===== config.mk =====
export PLATFORM = sky130hd
export DESIGN_NAME = la_capture_ctrl
export DESIGN_NICKNAME = d
export VERILOG_FILES = /design/src/rtl/la_capture_ctrl.sv
export SDC_FILE = /design/constraint.sdc
export NUM_CORES = 1
export LEC_CHECK = 0
export BUFFER_PORTS_ARGS = -buffer_cell sky130_fd_sc_hd__buf_2
export CAP_MARGIN = 20
export CELL_PAD_IN_SITES_DETAIL_PLACEMENT = 0
export CELL_PAD_IN_SITES_GLOBAL_PLACEMENT = 2
export CORE_UTILIZATION = 29
export DETAILED_ROUTE_END_ITERATION = 10
export GPL_ROUTABILITY_DRIVEN = 0
export PLACE_DENSITY_LB_ADDON = 0.1
export SYNTH_ARGS = -nofsm -noshare
export SYNTH_HDL_FRONTEND = slang
export SYNTH_SLANG_ARGS = --single-unit

===== constraint.sdc =====
create_clock -name CLK -period 2.8 [get_ports CLK]
set_input_delay 0.56 -clock CLK [delete_from_list [all_inputs] [get_ports CLK]]
set_output_delay 0.56 -clock CLK [all_outputs]
set_load 0.01 [all_outputs]

===== src/rtl/la_capture_ctrl.sv =====
// la_capture_ctrl
// Logic-analyzer capture controller. Streams strobed LA samples into a
// circular sample RAM, keeps a programmable number of samples before and after
// the trigger sample, then plays the frame back oldest-first over a
// request/valid handshake through the same RAM address port.
module la_capture_ctrl #(
    parameter int ADDR_W = 10,
    parameter int DATA_W = 8
) (
    input  logic              CLK,
    input  logic              RESET,
    input  logic              ARM,
    input  logic              SAMPLE_EN,
    input  logic [DATA_W-1:0] LA_DATA_IN,
    input  logic              LA_Sync_RDY,
    input  logic [ADDR_W-1:0] PRETRIG_DEPTH,
    input  logic [ADDR_W-1:0] POSTTRIG_CNT,
    output logic              MEM_WE,
    output logic [ADDR_W-1:0] MEM_ADDR,
    output logic [DATA_W-1:0] MEM_WDATA,
    input  logic [DATA_W-1:0] MEM_RDATA,
    input  logic              RD_REQ,
    output logic [DATA_W-1:0] LA_DATA_OUT,
    output logic              RD_VALID,
    output logic              RD_LAST,
    output logic              BUSY,
    output logic              TRIGGERED,
    output logic              DONE,
    output logic [ADDR_W-1:0] TRIG_ADDR
);

    typedef enum logic [2:0] {
        S_IDLE,
        S_PRE,
        S_WAIT,
        S_POST,
        S_DONE
    } state_t;

    state_t              r_state;
    state_t              w_next;

    // Frame geometry latched at ARM
    logic [ADDR_W-1:0]   r_pre;
    logic [ADDR_W-1:0]   r_post;

    // Capture-side pointers and counters
    logic [ADDR_W-1:0]   r_wr_ptr;
    logic [ADDR_W-1:0]   r_pre_cnt;
    logic [ADDR_W-1:0]   r_post_cnt;
    logic [ADDR_W-1:0]   r_trig_addr;
    logic                r_triggered;

    // Readout pointer and remaining sample count (can reach 2^ADDR_W)
    logic [ADDR_W-1:0]   r_rd_ptr;
    logic [ADDR_W:0]     r_remain;

    // Readout pipeline: p1 = RAM data arriving, p2 = registered output
    logic                r_req_p1;
    logic                r_last_p1;
    logic [DATA_W-1:0]   r_data_out_p2;
    logic                r_rd_valid_p2;
    logic                r_rd_last_p2;

    logic                w_capturing;
    logic                w_wr;
    logic                w_arm_ok;
    logic                w_trig;
    logic                w_pre_end;
    logic                w_post_end;
    logic                w_to_done;
    logic                w_rd_acc;
    logic                w_frame_end;
    logic [ADDR_W-1:0]   w_post_room;
    logic [ADDR_W-1:0]   w_post_clamp;

    assign w_capturing = (r_state == S_PRE) || (r_state == S_WAIT) || (r_state == S_POST);
    assign w_wr        = w_capturing && SAMPLE_EN;
    assign w_arm_ok    = ARM && ((r_state == S_IDLE) || (r_state == S_DONE));
    assign w_trig      = (r_state == S_WAIT) && SAMPLE_EN && LA_Sync_RDY;
    assign w_pre_end   = (r_state == S_PRE) && SAMPLE_EN && (r_pre_cnt == r_pre - 1'b1);
    assign w_post_end  = (r_state == S_POST) && SAMPLE_EN && (r_post_cnt == {{(ADDR_W-1){1'b0}}, 1'b1});
    assign w_to_done   = (w_trig && (r_post == '0)) || w_post_end;
    assign w_rd_acc    = (r_state == S_DONE) && RD_REQ && (r_remain != '0) && !ARM;
    assign w_frame_end = r_rd_valid_p2 && r_rd_last_p2;

    // The whole frame (pre + trigger + post) must fit in the buffer, so the
    // post depth is limited to the room left after the pre depth.
    assign w_post_room  = ~PRETRIG_DEPTH;
    assign w_post_clamp = (POSTTRIG_CNT > w_post_room) ? w_post_room : POSTTRIG_CNT;

    // State register
    always_ff @(posedge CLK) begin
        if (RESET) begin
            r_state <= S_IDLE;
        end else begin
            r_state <= w_next;
        end
    end

    // Next-state decode
    always_comb begin
        w_next = r_state;
        case (r_state)
            S_IDLE: begin
                if (ARM) begin
                    w_next = (PRETRIG_DEPTH == '0) ? S_WAIT : S_PRE;
                end
            end
            S_PRE: begin
                if (w_pre_end) begin
                    w_next = S_WAIT;
                end
            end
            S_WAIT: begin
                if (w_trig) begin
                    w_next = (r_post == '0) ? S_DONE : S_POST;
                end
            end
            S_POST: begin
                if (w_post_end) begin
                    w_next = S_DONE;
                end
            end
            S_DONE: begin
                if (ARM) begin
                    w_next = (PRETRIG_DEPTH == '0) ? S_WAIT : S_PRE;
                end else if (w_frame_end) begin
                    w_next = S_IDLE;
                end
            end
            default: w_next = S_IDLE;
        endcase
    end

    // Output decode: zero-latency write port, shared address for readout
    always_comb begin
        MEM_WE    = 1'b0;
        MEM_ADDR  = '0;
        MEM_WDATA = '0;
        BUSY      = 1'b0;
        DONE      = 1'b0;
        if (w_capturing) begin
            BUSY     = 1'b1;
            MEM_ADDR = r_wr_ptr;
            if (SAMPLE_EN) begin
                MEM_WE    = 1'b1;
                MEM_WDATA = LA_DATA_IN;
            end
        end else if (r_state == S_DONE) begin
            DONE     = 1'b1;
            MEM_ADDR = r_rd_ptr;
        end
    end

    // Capture counters, trigger bookkeeping and readout pipeline
    always_ff @(posedge CLK) begin
        if (RESET) begin
            r_pre         <= '0;
            r_post        <= '0;
            r_wr_ptr      <= '0;
            r_pre_cnt     <= '0;
            r_post_cnt    <= '0;
            r_trig_addr   <= '0;
            r_triggered   <= 1'b0;
            r_rd_ptr      <= '0;
            r_remain      <= '0;
            r_req_p1      <= 1'b0;
            r_last_p1     <= 1'b0;
            r_data_out_p2 <= '0;
            r_rd_valid_p2 <= 1'b0;
            r_rd_last_p2  <= 1'b0;
        end else begin
            if (r_req_p1) begin
                r_data_out_p2 <= MEM_RDATA;
            end
            if (w_arm_ok) begin
                // A new frame: forget the old one, including reads in flight
                r_pre         <= PRETRIG_DEPTH;
                r_post        <= w_post_clamp;
                r_wr_ptr      <= '0;
                r_pre_cnt     <= '0;
                r_triggered   <= 1'b0;
                r_remain      <= '0;
                r_req_p1      <= 1'b0;
                r_last_p1     <= 1'b0;
                r_rd_valid_p2 <= 1'b0;
                r_rd_last_p2  <= 1'b0;
            end else begin
                if (w_wr) begin
                    r_wr_ptr <= r_wr_ptr + 1'b1;
                end
                if ((r_state == S_PRE) && SAMPLE_EN) begin
                    r_pre_cnt <= r_pre_cnt + 1'b1;
                end
                if (w_trig) begin
                    r_trig_addr <= r_wr_ptr;
                    r_triggered <= 1'b1;
                    r_post_cnt  <= r_post;
                end else if ((r_state == S_POST) && SAMPLE_EN) begin
                    r_post_cnt <= r_post_cnt - 1'b1;
                end
                // The last sample sits at wr_ptr; the oldest is pre+post back
                if (w_to_done) begin
                    r_rd_ptr <= r_wr_ptr - r_pre - r_post;
                    r_remain <= {1'b0, r_pre} + {1'b0, r_post} + 1'b1;
                end else if (w_rd_acc) begin
                    r_rd_ptr <= r_rd_ptr + 1'b1;
                    r_remain <= r_remain - 1'b1;
                end
                r_req_p1      <= w_rd_acc;
                r_last_p1     <= w_rd_acc && (r_remain == {{ADDR_W{1'b0}}, 1'b1});
                r_rd_valid_p2 <= r_req_p1;
                r_rd_last_p2  <= r_last_p1;
                if (w_frame_end) begin
                    r_triggered <= 1'b0;
                end
            end
        end
    end

    assign LA_DATA_OUT = r_data_out_p2;
    assign RD_VALID    = r_rd_valid_p2;
    assign RD_LAST     = r_rd_last_p2;
    assign TRIGGERED   = r_triggered;
    assign TRIG_ADDR   = r_trig_addr;

endmodule


---- After elaboration in Yosys (flattened, before gate mapping) ----
Index checks and enable logic that the tools add are counted.
storage, ports and cells
  bits in registers ....................... 97
  input bits .............................. 42
  word-level logic and storage cells ...... 96
  output and inout port bits .............. 42
cells by class
  multiplexer cells ....................... 25
  order comparisons ....................... 1
  reduce and logical (&&, ||, !) cells .... 31
  bitwise gates (word level) .............. 2
  $add $sub $neg .......................... 10
  eq/ne operators ......................... 12
operators with widths
  operator                                                                 number
  10-bit two-way mux                                                       7
  10-bit by 1-bit adder with 10-bit output (second input constant)         3
  11-bit two-way mux                                                       2
  3-bit two-way mux                                                        7
  10-bit zero test                                                         2
  10-bit by 1-bit subtractor with 10-bit output (second input constant)    2
  10-bit subtractor                                                        2
  8-bit two-way mux                                                        2
  3-bit one-hot mux with 5 select lines                                    1
  1-bit logical AND                                                        14
  10-bit by 10-bit adder with 11-bit output                                1
  11-bit by 1-bit adder with 11-bit output (second input constant)         1
  11-bit by 1-bit equality test with 1-bit output (second input constant)  1
  11-bit nonzero test                                                      1
  11-bit by 1-bit subtractor with 11-bit output (second input constant)    1
  10-bit by 1-bit equality test with 1-bit output (second input constant)  1
  10-bit equality test                                                     1
  10-bit > comparator                                                      1
  10-bit inverter                                                          1
  2-bit inequality test (second input constant)                            4
  3-bit by 2-bit equality test with 1-bit output (second input constant)   2
  2-bit AND reduction                                                      3
  1-bit two-way mux                                                        5
  5-bit AND reduction                                                      1
  other kinds (11)                                                         15

---- Logic depth before layout (Yosys ltp) ----
Gate-level depths: netlist of the first run.
  word-level depth ........................ 7
  mapped depth ............................ 11

---- Worst setup path before layout of the first run ----
No wires, ideal clock.
  path type ............................... register to register
  start ................................... register r_pre[2]
  end ..................................... register r_rd_ptr[9]
  buffers on the path ..................... 0
  clock period less this slack ............ 2519 ps
  setup slack ............................. 281 ps
  arrival time ............................ 2403 ps
  library setup time ...................... 116 ps
  cell stages (with the launch flop) ...... 11
  cell sequence ........................... dfxtp_1 inv_1 fa_1 ha_1 a21oi_1 a21boi_0 o21ai_0 o21ai_0 a31oi_1 xnor2_1 a31o_2
between the ends
  word-level cells in the longest chain between the ends .. 3
RTL lines
  what                            RTL line  RTL
  start, declared                 44        logic [ADDR_W-1:0] r_pre;
  start signal, assigned          159       r_pre <= '0;
  start signal, assigned          179       r_pre <= PRETRIG_DEPTH;
  10-bit subtractor (2 in a row)  205       r_rd_ptr <= r_wr_ptr - r_pre - r_post;
  10-bit two-way mux              204       if (w_to_done) begin
  end signal, assigned            205
  end signal, assigned            208       r_rd_ptr <= r_rd_ptr + 1'b1;
  end, declared                   55        logic [ADDR_W-1:0] r_rd_ptr;
Every way passes these cells.
A chain may end at the register's enable or synchronous reset.

---- Worst setup path in the final report of the first run ----
  start ................................... register r_pre[0]
  end ..................................... register r_rd_ptr[9]
The elaborated chain is that of the path after synthesis.

==> results.toml, run 1 <==
[synthesis]
synth_edf_count = 0
synth_top_area_share_pct = 31.8
ys_seq_elements = 97
synth_cell_type_count = 58
yosysWarnings = 0
async_flop_share_pct = 0
yosys.area.top_type = "dfxtp_1"
synthesis.area_um2 = 6100
netlist_top_cells_area = "dfxtp_1, ha_1, xnor2_1"
synthesis.nets = 820
synth_cells = 721
syn_avg_cell_area_um2 = 8.47
ys.flop_type = "dfxtp_1"
yosysSeqAreaShare_pct = 31.8

[sta]
min_period_over_period_pct = 91.0
tns_ns = 0
setup_ws_ns = 0.252
worstMarginPinSlew_ns = 0.891
finalSetupViolCount = 0
slew_headroom_pct = 40.6
clock.fmax_ghz = 0.392
hold_viol_final = 0
rsz0062_at_grt = "no"
drv_slew = 0
layout_min_cycle_time_ns = 2.55
fin_skew_ns = 0.0102

[worst_setup_path]
r2r_cells = 11
endpoint_kind = "flop"
crit_chain = "inv_1, fa_1, inv_1, ha_1, o211ai_1, a21boi_0, o21ai_1, o21ai_1, a31oi_1, xnor2_1, a31o_2"
worstPathArrival_ns = 2.79
critPathMaxStageDelay_ns = 0.57
crit_type = "reg -> reg"
cp_slowest_cell = "fa_1"
crit_fanout = 4
crit_required_ns = 3.04
start_kind = "flop"

[clock_network]
cts_max_level = 3
path_clk_slew_ns = 0.07
clockBufferDepth = 2
cts_hold_buffers = 0
cts_tree = "done"
cts-root-buf = "clkbuf_16"
cts_buffers = 9
cts_num_sinks = 97
insertion_delay_ns = 0.35

[routing]
vias_per_cell = 4.92
via_count = 5354
drc_errors = 0
drtIter0Drc = 305
wire_per_inst_um = 17.5
ant_nets = 0
firstDrtPassIters = 4
wl_um = 19000

[grt]
antenna_found_initial = 0
grt_pass1_wl_um = 30400
grt_max_degree = 28
gr-total-overflow = 0
grt_pass1_vias = 5405
grt_usage_pct = 18.2

[job]
cap_violations = 0

[placement]
placed_area_um2 = 6960
numPortBuffers = 83
dp_hpwl_um = 15300
pre_cts_ws_ns = 0.0860

[status]
status = "completed"

[power]
ir_worst_vdd_mv = 0.336
p_leak_nw = 3.09
powerDensity_nw_per_um2 = 541

[finish]
fill_cells = 2184
final_common_cell = "dfxtp_1"
multi_input_area_um2 = 3850
diodes = 0
synthToLayoutAreaGrowth_pct = 19.0
layout.nets = 912
register_area_um2 = 1940
final_cell_mix = "dfxtp_1, buf_2, nor2_1"
final_cell_area_um2 = 7270
layout-drive-gt1-share_pct = 17.7

[hold_path]
hold_path_depth = 3
min_path_type = "in -> reg"

[die]
die-height_um = 147
rows = 52
die_area_um2 = 21600
initial_core_util_pct = 29.9
die_x_um = 147
coreArea_um2 = 20400
io_pins = 84
-- critical path, delay by kind of cell, from the launching register on --
kind	cells	cell delay, ns
AO/OA/AOI/OAI	6	1.10
XOR/XNOR	1	0.10
adder cells (fa/ha/maj)	2	0.73
buffers and inverters	2	0.15
flip-flops	1	0.38
-- repair_timing --
action	in CTS	in global routing
gates resized for setup	0	2
buffers inserted	0	0
endpoints found under the setup margin	0	1
-- power by group --
part	leakage [nW]	internal (mW)	switching, mW	total (mW)
Clock	0.148	0.727	0.576	1.30
Sequential	0.785	1.43	0.0661	1.49
Combinational	2.16	0.473	0.665	1.14
-- area by class of cell --
cell class                 instances  share of cell area [%]
clock inverter                     5                   0.861
timing repair buffer             115                    9.20
inverter                          42                    2.17
multi-input combinational        548                    53.1
tap                              270                    4.65
clock buffer                      11                    3.34
sequential                        97                    26.7
-- final timing paths --
check / from / endpoint / slack, ns
worst max-delay path: r_pre[0]$_SDFFE_PP0P_ / r_rd_ptr[9]$_SDFFE_PP0P_ / 0.25
worst min-delay path: MEM_RDATA[2] / LA_DATA_OUT[2]$_SDFFE_PP0P_ / 0.44
worst max register to register: r_pre[0]$_SDFFE_PP0P_ / r_rd_ptr[9]$_SDFFE_PP0P_ / 0.25
worst min register to register: TRIG_ADDR[9]$_SDFFE_PP0P_ / TRIG_ADDR[9]$_SDFFE_PP0P_ / 0.45
-- kinds of logic (layout without fill, tap and decap cells) --
logic type	after synthesis	count (layout)	synth area share, %
XOR/XNOR	68	68	9.76
AO/OA/AOI/OAI	149	149	16.5
adder cells (fa/ha/maj)	57	57	12.9
buffers and inverters	76	173	5.04
multiplexers	20	20	3.28
flip-flops	97	97	31.8
AND/OR/NAND/NOR	254	254	20.7
-- state kept, by name, indices dropped and copies added (netlist names) --
register and count:
r_state 3, TRIG_ADDR 10, r_post_cnt 10, r_pre 10, r_last_p1 1, r_wr_ptr 10, r_pre_cnt 10, RD_LAST 1
r_rd_ptr 10, LA_DATA_OUT 8, r_remain 11, RD_VALID 1, r_req_p1 1, r_post 10, TRIGGERED 1
-- stage by stage --
stage / cells / power, mW / util, % / hold slack [ns]
finish: 1088 / 3.93 / 35.6 / 0.439
global route: 1088 / 4.18 / 35.6 / 0.443
CTS: 1088 / 3.98 / 35.6 / 0.429
detailed placement: 1072 / 2.67 / 34.1 / 0.445
global placement: 1072 / 2.66 / 34.1 / 0.443
floorplan: 721 / 2.29 / - / 0.406
-- per-layer routing --
layer / part of all wire, % / GRT usage, % / wire [um] / vias to the layer above
met5: 0 / 0 / 0 / -
met4: 3.2 / 7.63 / 603 / 0
met3: 3.9 / 3.04 / 735 / 30
met2: 45 / 29.4 / 8660 / 120
met1: 47 / 24.0 / 9050 / 2503
li1: - / - / - / 2701
-- cells in the mapped netlist, types with 9 or more instances --
| library cell | number |
|---|---|
| a211oi_1 | 25 |
| a21oi_1 | 37 |
| a22o_1 | 21 |
| and3_1 | 16 |
| buf_2 | 9 |
| clkbuf_1 | 22 |
| dfxtp_1 | 97 |
| fa_1 | 10 |
| ha_1 | 47 |
| inv_1 | 42 |
| mux2i_1 | 20 |
| nand2_1 | 67 |
| nand3_1 | 13 |
| nand4_1 | 16 |
| nor2_1 | 75 |
| nor3_1 | 15 |
| o21ai_0 | 34 |
| or3_1 | 10 |
| xnor2_1 | 41 |
| xor2_1 | 27 |
No activity file was read; power rests on OpenSTA's default activity.
==> inputs of run 2 (changes only) <==
- BUFFER_PORTS_ARGS: -buffer_cell sky130_fd_sc_hd__buf_2 -> -buffer_cell sky130_fd_sc_hd__buf_4
==> results.toml, run 2 (synthesis gave the netlist of run 1 again) <==
[die]
die-height_um = 147
die_area_um2 = 21600
io_pins = 84
coreArea_um2 = 20400
die_x_um = 147
initial_core_util_pct = 29.9
rows = 52

[hold_path]
min_path_type = "in -> reg"

[status]
status = "completed"

[grt]
grt_pass1_vias = 5455
grt_pass1_wl_um = 29900
grt_usage_pct = 18.0
grt_max_degree = 44
gr-total-overflow = 0
antenna_found_initial = 0

[power]
power_mw = 3.91
powerDensity_nw_per_um2 = 523
ir_worst_vdd_mv = 0.312
p_leak_nw = 3.12

[job]
cap_violations = 0

[routing]
wl_um = 19000
ant_nets = 0
drc_errors = 0
vias_per_cell = 4.97
via_count = 5408
drtIter0Drc = 211
firstDrtPassIters = 4
wire_per_inst_um = 17.4

[worst_setup_path]
worstPathArrival_ns = 2.85
crit_required_ns = 3.05
crit_type = "reg -> reg"
start_kind = "flop"
endpoint_kind = "flop"
crit_fanout = 5

[sta]
hold_viol_final = 0
min_period_over_period_pct = 93.1
rsz0062_at_grt = "no"
worstMarginPinSlew_ns = 0.932
finalSetupViolCount = 0
slew_headroom_pct = 37.9
drv_slew = 0
clock.fmax_ghz = 0.384
layout_min_cycle_time_ns = 2.61
tns_ns = 0
fin_skew_ns = 0.00902

[clock_network]
cts_tree = "done"
path_clk_slew_ns = 0.07
insertion_delay_ns = 0.35
cts_max_level = 3
clockBufferDepth = 2
cts_num_sinks = 97
cts-root-buf = "clkbuf_16"
cts_buffers = 9

[finish]
layout.nets = 913
final_cell_mix = "buf_4, dfxtp_1, nor2_1"
synthToLayoutAreaGrowth_pct = 22.4
fin_util_pct = 36.6
diodes = 0
largest_register_ffs = 11
layout-drive-gt1-share_pct = 17.8
fill_cells = 2170
final_cell_area_um2 = 7470
largest-register = "r_remain"
final_common_cell = "buf_4"
layout.cells.non_filler = 1089

[placement]
place_inst = 1073
placed_area_um2 = 7180
dp_hpwl_um = 15300
numPortBuffers = 83
## run 2: worst paths after layout
kind                                                start  slack (ns)  depth (start not counted)                     endpoint
worst max-delay path                r_pre[3]$_SDFFE_PP0P_        0.19                          9     r_rd_ptr[9]$_SDFFE_PP0P_
worst min register to register  TRIG_ADDR[6]$_SDFFE_PP0P_        0.46                          2    TRIG_ADDR[6]$_SDFFE_PP0P_
worst max register to register      r_pre[3]$_SDFFE_PP0P_        0.19                          9     r_rd_ptr[9]$_SDFFE_PP0P_
worst min-delay path                         MEM_RDATA[2]        0.44                          3  LA_DATA_OUT[2]$_SDFFE_PP0P_
## run 2: per-stage QoR
stage / setup WS (ns) / hold slack (ns)
2_1_floorplan: 0.281 / 0.406
3_3_place_gp: 0.173 / 0.448
3_5_place_dp: 0.146 / 0.451
4_1_cts: 0.152 / 0.430
5_1_grt: 0.0100 / 0.443
6_report: 0.194 / 0.445
## run 2: timing repair
item                                    CTS  global route
resized for setup                         0             1
endpoints found under the setup margin    0             1
hold buffers                              0             0
setup buffers                             0             0
## run 2: area by class of cell
type / count / area [um2] / area share [%]
clock buffer: 10 / 229 / 3.06
sequential: 97 / 1940 / 26.0
multi-input combinational: 548 / 3850 / 51.6
tap: 270 / 338 / 4.52
clock inverter: 6 / 67.6 / 0.904
inverter: 42 / 158 / 2.11
timing repair buffer: 116 / 883 / 11.8
## run 2: metal layers
metal  vias to the layer above  GRT usage (%)  routed length, um
li1                       2701              -                  -
met1                      2573           23.3               9030
met2                       115           30.0               8820
met3                        19           3.23                668
met4                         0           6.39                466
met5                         -              0                  0
## run 2: worst max-delay path, stage by stage (launching register included)
cell	delay (ns)
dfxtp_1	0.40
inv_1	0.12
fa_1	0.48
ha_1	0.33
a21boi_0	0.22
o21ai_1	0.10
o21ai_0	0.29
a31oi_1	0.16
xnor2_1	0.15
a31o_2	0.24
## run 2: report_power, final
group	switching [mW]	leakage [nW]	internal [mW]
sequential	0.0651	0.785	1.43
combinational	0.665	2.19	0.498
clock	0.559	0.139	0.696
==> inputs of run 3 (changes only) <==
- CELL_PAD_IN_SITES_GLOBAL_PLACEMENT: 2 -> 1
- CORE_UTILIZATION: 29 -> 44
==> results.toml, run 3 (synthesis gave the netlist of run 1 again) <==
[status]
status = "completed"

[routing]
drc_errors = 0
wl_um = 16700
via_count = 5399
wire_per_inst_um = 16.9
vias_per_cell = 5.46
drtIter0Drc = 255
ant_nets = 0
firstDrtPassIters = 4

[sta]
setup_ws_ns = 0.188
worstMarginPinSlew_ns = 0.858
min_period_over_period_pct = 93.3
fin_skew_ns = 0.00514
hold_viol_final = 0
hold_slack_ns = 0.443
rsz0062_at_grt = "no"
tns_ns = 0
finalSetupViolCount = 0
drv_slew = 0
layout_min_cycle_time_ns = 2.61
clock.fmax_ghz = 0.383
slew_headroom_pct = 42.8

[clock_network]
path_clk_slew_ns = 0.07
cts_max_level = 3
cts_num_sinks = 97
clockBufferDepth = 2
insertion_delay_ns = 0.35
cts-root-buf = "clkbuf_16"
cts_buffers = 9
cts_tree = "done"
cts_hold_buffers = 0

[placement]
dp_hpwl_um = 13300
numPortBuffers = 83
place_inst = 973
placed_area_um2 = 7000
pre_cts_ws_ns = 0.0737

[finish]
fin_util_pct = 54.7
layout-drive-gt1-share_pct = 17.5
diodes = 0
largest-register = "r_remain"
final_common_cell = "buf_4"
largest_register_ffs = 11
layout.nets = 907
final_cell_mix = "buf_4, dfxtp_1, nor2_1"
layout.cells.non_filler = 989
synthToLayoutAreaGrowth_pct = 20.1
final_cell_area_um2 = 7330

[grt]
gr-total-overflow = 0
grt_usage_pct = 24.3
grt_pass1_vias = 5364
antenna_found_initial = 0
grt_pass1_wl_um = 27200
grt_max_degree = 44

[die]
die_x_um = 120
die-height_um = 120
io_pins = 84
initial_core_util_pct = 45.6
rows = 42
coreArea_um2 = 13400
die_area_um2 = 14300

[hold_path]
hp-start = "PRETRIG_DEPTH[8]"
min_path_type = "in -> reg"
hold_path_depth = 3
min_to = "r_pre[8]$_SDFFE_PP0P_"

[power]
p_leak_nw = 3.10
share_comb_of_total_power_pct = 28.8
power.switching_mw = 1.26
power_mw = 3.98
ir_worst_vdd_mv = 0.269
powerDensity_nw_per_um2 = 542
intPower_mw = 2.71
seq_power_share_pct = 37.6
clkPwrFrac_pct = 33.6
p_sw_share_pct = 31.8

[worst_setup_path]
crit_required_ns = 3.05
timing.rr.end = "r_rd_ptr[9]$_SDFFE_PP0P_"
crit_type = "reg -> reg"
worstPathArrival_ns = 2.86
worstReg2RegStart = "r_pre[0]$_SDFFE_PP0P_"
r2r_cells = 11
start_kind = "flop"
crit_fanout = 4
endpoint_kind = "flop"
reg2reg_slack_ns = 0.19

[job]
cap_violations = 0
-- run 3: worst max path at each step --
stage                          startpoint                       end  slack, ns  depth (start not counted)
finish              r_pre[0]$_SDFFE_PP0P_  r_rd_ptr[9]$_SDFFE_PP0P_       0.19                         11
global route        r_pre[0]$_SDFFE_PP0P_  r_rd_ptr[9]$_SDFFE_PP0P_      0.003                         11
global placement    r_pre[2]$_SDFFE_PP0P_  r_rd_ptr[9]$_SDFFE_PP0P_       0.18                         10
detailed placement  r_pre[2]$_SDFFE_PP0P_  r_rd_ptr[9]$_SDFFE_PP0P_       0.07                         10
CTS                 r_pre[2]$_SDFFE_PP0P_  r_rd_ptr[9]$_SDFFE_PP0P_       0.06                         10
floorplan           r_pre[2]$_SDFFE_PP0P_  r_rd_ptr[9]$_SDFFE_PP0P_       0.28                         10
-- run 3: metal layers --
metal / track usage, % / up-vias / wire length (um)
li1: - / 2697 / -
met2: 40.8 / 130 / 7870
met4: 12.7 / 0 / 555
met1: 30.1 / 2538 / 7530
met3: 3.47 / 34 / 729
met5: 0 / - / 0
-- run 3: repair_timing --
item                                    4_1_cts  5_1_grt
endpoints found under the setup margin        0        2
gates resized for setup                       0        4
buffers inserted                              0        0
-- run 3: worst max-delay path: stages (launching register included) --
cell and delay (ns):
dfxtp_1 0.39, inv_1 0.11, fa_1 0.57, inv_1 0.05
ha_1 0.17, o211ai_1 0.20, a21boi_0 0.12, o21ai_1 0.20
o21ai_1 0.13, a31oi_1 0.23, xnor2_1 0.10, a31o_2 0.24
-- run 3: power by group through the flow --
| stage | Clock, mW | Combinational, mW | Sequential [mW] |
|---|---|---|---|
| floorplan | 0 | 0.792 | 1.50 |
| global placement | 0 | 1.10 | 1.53 |
| detailed placement | 0 | 1.13 | 1.53 |
| CTS | 1.37 | 1.13 | 1.49 |
| global route | 1.42 | 1.26 | 1.50 |
| finish | 1.34 | 1.14 | 1.50 |
-- run 3: final cells by class --
class	instances	area (um2)
well taps	176	220
flip-flops and latches	97	1940
multi-input cells	548	3860
fillers	1275	6070
clock inverters	6	92.6
repair buffers	110	826
clock buffers	10	229
inverters	42	158
